## config.mk

```make
export PLATFORM = sky130hd
export DESIGN_NAME = timer_array_flat
export DESIGN_NICKNAME = d
export VERILOG_FILES = /design/src/rtl/timer_pkg.sv /design/src/rtl/timer_array_if.sv /design/src/rtl/timer_channel.sv /design/src/rtl/timer_array.sv /design/src/flat_wrapper.sv
export SDC_FILE = /design/constraint.sdc
export NUM_CORES = 1
export LEC_CHECK = 0
export ABC_AREA = 1
export CAP_MARGIN = 25
export CORE_ASPECT_RATIO = 0.8
export CORE_MARGIN = 1.5
export CORE_UTILIZATION = 30
export CTS_CLUSTER_DIAMETER = 100
export DETAILED_ROUTE_END_ITERATION = 8
export DONT_BUFFER_PORTS = 1
export PLACE_DENSITY = 0.43
export SETUP_SLACK_MARGIN = 0.3
export SLEW_MARGIN = 20
export SYNTH_ARGS = -nofsm -noshare
export SYNTH_HDL_FRONTEND = slang
export SYNTH_SLANG_ARGS = --single-unit
```

## constraint.sdc

```tcl
create_clock -name clk -period 2.2 [get_ports clk]
set_input_delay 0.22 -clock clk [delete_from_list [all_inputs] [get_ports clk]]
set_output_delay 0.22 -clock clk [all_outputs]
set_load 0.01 [all_outputs]
```

## src/rtl/timer_pkg.sv

```systemverilog
// rtl/timer_pkg.sv - shared types and constants for the timer array
package timer_pkg;

  typedef enum logic [1:0] {
    IDLE = 2'd0,
    LOAD = 2'd1,
    CNT  = 2'd2,
    INT  = 2'd3
  } state_t;

  localparam logic [1:0] REG_CTRL   = 2'd0;
  localparam logic [1:0] REG_PRESET = 2'd1;
  localparam logic [1:0] REG_COUNT  = 2'd2;

  localparam int CTRL_EN      = 0;
  localparam int CTRL_MODE_LO = 1;
  localparam int CTRL_IM      = 3;
  localparam int CTRL_PS_LO   = 4;

  localparam logic [1:0] MODE_ONESHOT = 2'b00;
  localparam logic [1:0] MODE_AUTO    = 2'b01;

endpackage

```

## src/rtl/timer_array_if.sv

```systemverilog
// rtl/timer_array_if.sv - word-addressed register window plus irq vector
interface timer_array_if #(
  parameter int AW   = 3,
  parameter int N_CH = 2
);
  logic [AW-1:0]   addr;
  logic            we;
  logic [31:0]     wdata;
  logic [31:0]     rdata;
  logic [N_CH-1:0] irq;

  modport master (output addr, output we, output wdata, input rdata, input irq);
  modport slave  (input addr, input we, input wdata, output rdata, output irq);
endinterface

```

## src/rtl/timer_channel.sv

```systemverilog
// rtl/timer_channel.sv - one timer channel: registers, FSM, sticky pend (TIMER_PRESCALE_EN adds a prescaler)
module timer_channel
  import timer_pkg::*;
#(
  parameter int CNT_W = 32
) (
  input  logic        clk,
  input  logic        reset,
  input  logic        ctrl_we,
  input  logic        preset_we,
  input  logic [31:0] wdata,
  output logic [31:0] ctrl_rd,
  output logic [31:0] preset_rd,
  output logic [31:0] count_rd,
  output logic        irq
);

  state_t           state, state_nxt;
  logic             en, en_nxt, im, pend;
  logic [1:0]       mode;
  logic [CNT_W-1:0] preset, count;
  logic             tick, dec;
  logic [7:0]       ps_field;
  logic             unused_wdata;

  // Only the low CTRL bits and the low CNT_W PRESET bits are stored.
  assign unused_wdata = ^wdata;

`ifdef TIMER_PRESCALE_EN
  logic [7:0] ps, ps_cnt;
  assign tick     = (ps_cnt == ps);
  assign ps_field = ps;

  // prescale divider: restarts in IDLE/LOAD, holds outside CNT otherwise
  always_ff @(posedge clk) begin
    if (reset) begin
      ps     <= '0;
      ps_cnt <= '0;
    end else begin
      if (ctrl_we) ps <= wdata[CTRL_PS_LO +: 8];
      if (state == IDLE || state == LOAD) ps_cnt <= '0;
      else if (state == CNT) ps_cnt <= tick ? '0 : ps_cnt + 8'd1;
    end
  end
`else
  assign tick     = 1'b1;
  assign ps_field = '0;
`endif

  // state register
  always_ff @(posedge clk) begin
    if (reset) state <= IDLE;
    else       state <= state_nxt;
  end

  // next-state: a cleared enable (CPU or one-shot completion) always lands in IDLE
  always_comb begin
    state_nxt = state;
    case (state)
      IDLE:    if (en_nxt) state_nxt = LOAD;
      LOAD:    state_nxt = CNT;
      CNT:     if (tick && count <= CNT_W'(1)) state_nxt = INT;
      INT:     state_nxt = (mode == MODE_AUTO) ? LOAD : IDLE;
      default: state_nxt = IDLE;
    endcase
    if (!en_nxt) state_nxt = IDLE;
  end

  // outputs: resolved enable (CPU write beats one-shot clear), decrement strobe, irq
  always_comb begin
    en_nxt = en;
    if (state == INT && mode != MODE_AUTO) en_nxt = 1'b0;
    if (ctrl_we) en_nxt = wdata[CTRL_EN];
    dec = (state == CNT) && en_nxt && tick;
    irq = im & pend;
  end

  // control/preset/count registers and sticky pend (INT set beats CTRL clear)
  always_ff @(posedge clk) begin
    if (reset) begin
      en     <= 1'b0;
      mode   <= MODE_ONESHOT;
      im     <= 1'b0;
      preset <= '0;
      count  <= '0;
      pend   <= 1'b0;
    end else begin
      en <= en_nxt;
      if (ctrl_we) begin
        mode <= wdata[CTRL_MODE_LO +: 2];
        im   <= wdata[CTRL_IM];
      end
      if (preset_we) preset <= wdata[CNT_W-1:0];
      if (state == LOAD) count <= preset;
      else if (dec) count <= (count <= CNT_W'(1)) ? '0 : count - CNT_W'(1);
      if (state == INT) pend <= 1'b1;
      else if (ctrl_we) pend <= 1'b0;
    end
  end

  assign ctrl_rd   = {20'b0, ps_field, im, mode, en};
  assign preset_rd = 32'(preset);
  assign count_rd  = 32'(count);

endmodule

```

## src/rtl/timer_array.sv

```systemverilog
// rtl/timer_array.sv - N-channel interval timer top: decode and read mux (TIMER_PRESCALE_EN passes to channels)
module timer_array
  import timer_pkg::*;
#(
  parameter int N_CH  = 2,
  parameter int CNT_W = 32
) (
  input logic          clk,
  input logic          reset,
  timer_array_if.slave bus
);

  localparam int AW = $clog2(N_CH) + 2;

  logic [AW-1:0]   ch_sel;
  logic [1:0]      reg_sel;
  logic [31:0]     ctrl_rd   [N_CH];
  logic [31:0]     preset_rd [N_CH];
  logic [31:0]     count_rd  [N_CH];
  logic [N_CH-1:0] irq;

  assign ch_sel  = bus.addr >> 2;
  assign reg_sel = bus.addr[1:0];

  for (genvar i = 0; i < N_CH; i++) begin : g_ch
    timer_channel #(.CNT_W(CNT_W)) u_ch (
      .clk       (clk),
      .reset     (reset),
      .ctrl_we   (bus.we && (ch_sel == AW'(i)) && (reg_sel == REG_CTRL)),
      .preset_we (bus.we && (ch_sel == AW'(i)) && (reg_sel == REG_PRESET)),
      .wdata     (bus.wdata),
      .ctrl_rd   (ctrl_rd[i]),
      .preset_rd (preset_rd[i]),
      .count_rd  (count_rd[i]),
      .irq       (irq[i])
    );
  end

  assign bus.irq = irq;

  // read mux: unpopulated channels and the reserved slot read as zero
  always_comb begin
    bus.rdata = '0;
    for (int i = 0; i < N_CH; i++) begin
      if (ch_sel == AW'(i)) begin
        case (reg_sel)
          REG_CTRL:   bus.rdata = ctrl_rd[i];
          REG_PRESET: bus.rdata = preset_rd[i];
          REG_COUNT:  bus.rdata = count_rd[i];
          default:    bus.rdata = '0;
        endcase
      end
    end
  end

endmodule
```

## src/flat_wrapper.sv

```systemverilog
// flat-port wrapper written by rule: the top's interface ports become plain ports
module timer_array_flat import timer_pkg::*;
#(
  parameter int N_CH  = 2,
  parameter int CNT_W = 32
)
  (clk, reset, bus_addr, bus_we, bus_wdata, bus_rdata, bus_irq);
  timer_array_if #(.N_CH(N_CH)) bus_i ();
  input logic clk;
  input logic reset;
  input wire logic [$bits(bus_i.addr)-1:0] bus_addr;
  input wire logic [$bits(bus_i.we)-1:0] bus_we;
  input wire logic [$bits(bus_i.wdata)-1:0] bus_wdata;
  output wire logic [$bits(bus_i.rdata)-1:0] bus_rdata;
  output wire logic [$bits(bus_i.irq)-1:0] bus_irq;
  assign bus_i.addr = bus_addr;
  assign bus_i.we = bus_we;
  assign bus_i.wdata = bus_wdata;
  assign bus_rdata = bus_i.rdata;
  assign bus_irq = bus_i.irq;
  timer_array #(.N_CH(N_CH), .CNT_W(CNT_W)) u_core (.clk(clk), .reset(reset), .bus(bus_i));
endmodule
```

==> results.ini <==
[final_layout]
drive_gt1_share_pct = 11.7
fin_area_um2 = 10600
fill_cells = 3134
final_util_pct = 37.4
layout.nets = 1497
areaGrowthSynthToFinish_pct = 22.5

[pwr]
power.leakage_nw = 4.34
switching_power_w = 0.00165
p_sw_share_pct = 26.3
p_per_area_nw_per_um2 = 594
pwr-share-seq_pct = 42.6
vdd_ir_drop_max_mv = 0.551
combPwrFrac_pct = 11.3
power_w = 0.00628
intPower_w = 0.00463
clockPowerShare_pct = 46.2

[clocking]
clk_path_buf_depth = 2
clk_pin_slew_ns = 0.06
htreeDepth = 4
cts_inserted_buffers = 17
clock_latency_ns = 0.44
cts_sinks = 142
cts_root_buf = clkbuf_16
cts_tree = yes

[placement]
place_ws_ns = 0.180
port_buffers = 0
gp_routability_congestion = 0.859
place_area_um2 = 9360
dpl.hpwl_mm = 23.7

[worst_setup_path]
cp-start-kind = flip-flop
criticalPathCategory = reg2out
worst_ep_arrival_time_ns = 1.61
crit_path_end_kind = primary output
crit_path_max_fanout = 5
critPathRequiredTime_ns = 1.98

[synthesis]
synth.area.top_cells = dfxtp_1 33%, nand2_1 13%, nor2_1 13%
synth_compound_area_share_pct = 16.2
syn_nets = 1442
synthArstFlopShare_pct = 0
synth_xor_area_share_pct = 3.25
synth_enable_flop_cells = 0
post-synth-top-area-cell = dfxtp_1
synth_ff_type = dfxtp_1
synth_area_um2 = 8630
syn_inst = 1392
synth_top_family_by_area = simple AND/OR/NAND/NOR gates
muxShareOfSynthArea_pct = 0.116
synth_seq_cells = 142
yosysMostFrequentCell = nand2_1
yosys_warnings = 0
synth-simple-area-share_pct = 35.9
yosysSeqAreaShare_pct = 32.9
synth_commonest_cells = 297 x nand2_1, 288 x nor2_1, 142 x dfxtp_1
synthAdderAreaFrac_pct = 1.74
synth.distinct_cells = 37
synth_top_area_share_pct = 32.9
synth_area_per_cell_um2 = 6.20

[timing]
max_slew.worst_pin.slew_ns = 0.547
slew-limit-headroom_pct = 63.5
skew_ns = 0.00801
drv_slew = 0
finalHoldViolations = 65
setup_ws_ns = 0.373
finalSetupViolCount = 0
tns_ns = 0
fmax_ghz = 0.547
hold_ws_ns = -0.128
rsz0062_at_grt = yes
fin_crit_ns = 1.83
period_share_pct = 83.1

[floorplanning]
core_region_area_um2 = 28300
ioPinCount = 72
rows = 55
die_w_um = 193
dieHeight_um = 155
dieArea_um2 = 29800
start_util_pct = 30.5

[routing]
first_iter_violations = 764
vias = 9281
drc = 0
via_per_inst = 5.07
wl_per_cell_um = 18.1
wl_mm = 33.2
drt_pass1_iterations = 5
ant_nets = 0

[run]
cap_violations = 0

[global_routing]
grt_antenna_before_repair = 5
grt_overflow = 0
grt_pass1_wl_mm = 51.8
gr-usage-all-layers_pct = 22.8
grt_max_degree = 68
grt_pass1_vias = 8848

[min_path]
hold_class = in2reg

[run_status]
status = finished with violations
violations = hold timing

==> critical path, stage by stage (launching register included) <==
cell      delay (ns)
dfxtp_1         0.40
inv_1           0.10
nor2_1          0.14
a211oi_2        0.07
a31oi_1         0.28
buf_4           0.18
==> metrics by stage <==
| step | hold slack, ns | std cells |
|---|---|---|
| floorplan | 0.355 | 1392 |
| global placement | 0.301 | 1756 |
| detailed placement | 0.309 | 1757 |
| CTS | -0.147 | 1825 |
| global route | -0.146 | 1831 |
| finish | -0.128 | 1832 |
==> what timing repair did <==
| action | in CTS | in global routing |
|---|---|---|
| setup buffers | 2 | 0 |
| endpoints found under the setup margin | 37 | 72 |
| hold buffers | 36 | 1 |
| pin swaps | 1 | 3 |
| hold endpoints to repair | 128 | 65 |
| resized for setup | 11 | 52 |
| cloned | 0 | 2 |
==> layer usage <==
metal	GRT usage [%]	wire length, um
met5	0	10
met4	4.91	398
met3	4.27	1810
met2	34.1	14300
met1	33.6	16700
==> power groups by stage <==
stage               logic (W)  clock network [W]  registers (W)
finish               0.000707            0.00290        0.00267
detailed placement   0.000600                  0        0.00273
global route         0.000777            0.00309        0.00268
floorplan            0.000409                  0        0.00271
CTS                  0.000693            0.00296        0.00267
global placement     0.000599                  0        0.00273
==> cell usage in the layout, fill, tap and decap left out, types with 10 or more instances in the layout <==
| cell | instances |
|---|---|
| o21ai_0 | 90 |
| o21ai_1 | 10 |
| a21oi_1 | 61 |
| xor2_1 | 25 |
| nand4_1 | 21 |
| dlygate4sd3_1 | 37 |
| a211oi_1 | 17 |
| a31oi_1 | 39 |
| nor2_2 | 18 |
| clkbuf_16 | 18 |
| nand2_1 | 291 |
| inv_1 | 128 |
| nand3_1 | 120 |
| nor2_1 | 268 |
| dfxtp_1 | 141 |
| buf_4 | 65 |
==> final timing paths <==
check	start	to	slack, ns	cells past startpoint
worst max-delay path	u_core.g_ch[1].u_ch.count_rd[28]	bus_rdata[28]	0.37	5
worst max register to register	u_core.g_ch[1].u_ch.count_rd[6]	u_core.g_ch[1].u_ch.count_rd[15]	0.41	9
worst min register to register	u_core.g_ch[1].u_ch.preset_rd[29]	u_core.g_ch[1].u_ch.preset_rd[29]	0.48	2
worst min-delay path	reset	u_core.g_ch[0].u_ch.count_rd[6]	-0.13	1
==> registers in the layout, summed over array words and instances (netlist names) <==
| name | count |
|---|---|
| u_core.g_ch.u_ch.count_rd | 64 |
| u_core.g_ch.u_ch.preset_rd | 64 |
| u_core.g_ch.u_ch.mode | 4 |
| u_core.g_ch.u_ch.state | 4 |
| u_core.g_ch.u_ch.en | 2 |
| u_core.g_ch.u_ch.im | 2 |
| u_core.g_ch.u_ch.pend | 2 |
==> area by class of cell <==
class                      instances  area (um2)  area share (%)
antenna                            4        10.0          0.0947
clock buffer                      22         474            4.48
clock inverter                     8        90.1           0.852
inverter                         136         513            4.85
multi-input combinational       1038        5130            48.5
sequential                       142        2840            26.9
tap                              370         463            4.38
timing repair buffer             112        1050            9.96
==> cell families (layout without fill, tap and decap cells) <==
kind of cell               count (synthesis)  after routing
AOI/OAI and AO/OA                        247            247
adders and majority gates                 12             12
muxes                                      1              1
DFF                                      142            142
other                                      0              4
xor gates and xnor gates                  32             32
buffers and inverters                    212            278
and+or+nand+nor                          746            746
(Power assumes the default switching activity.)
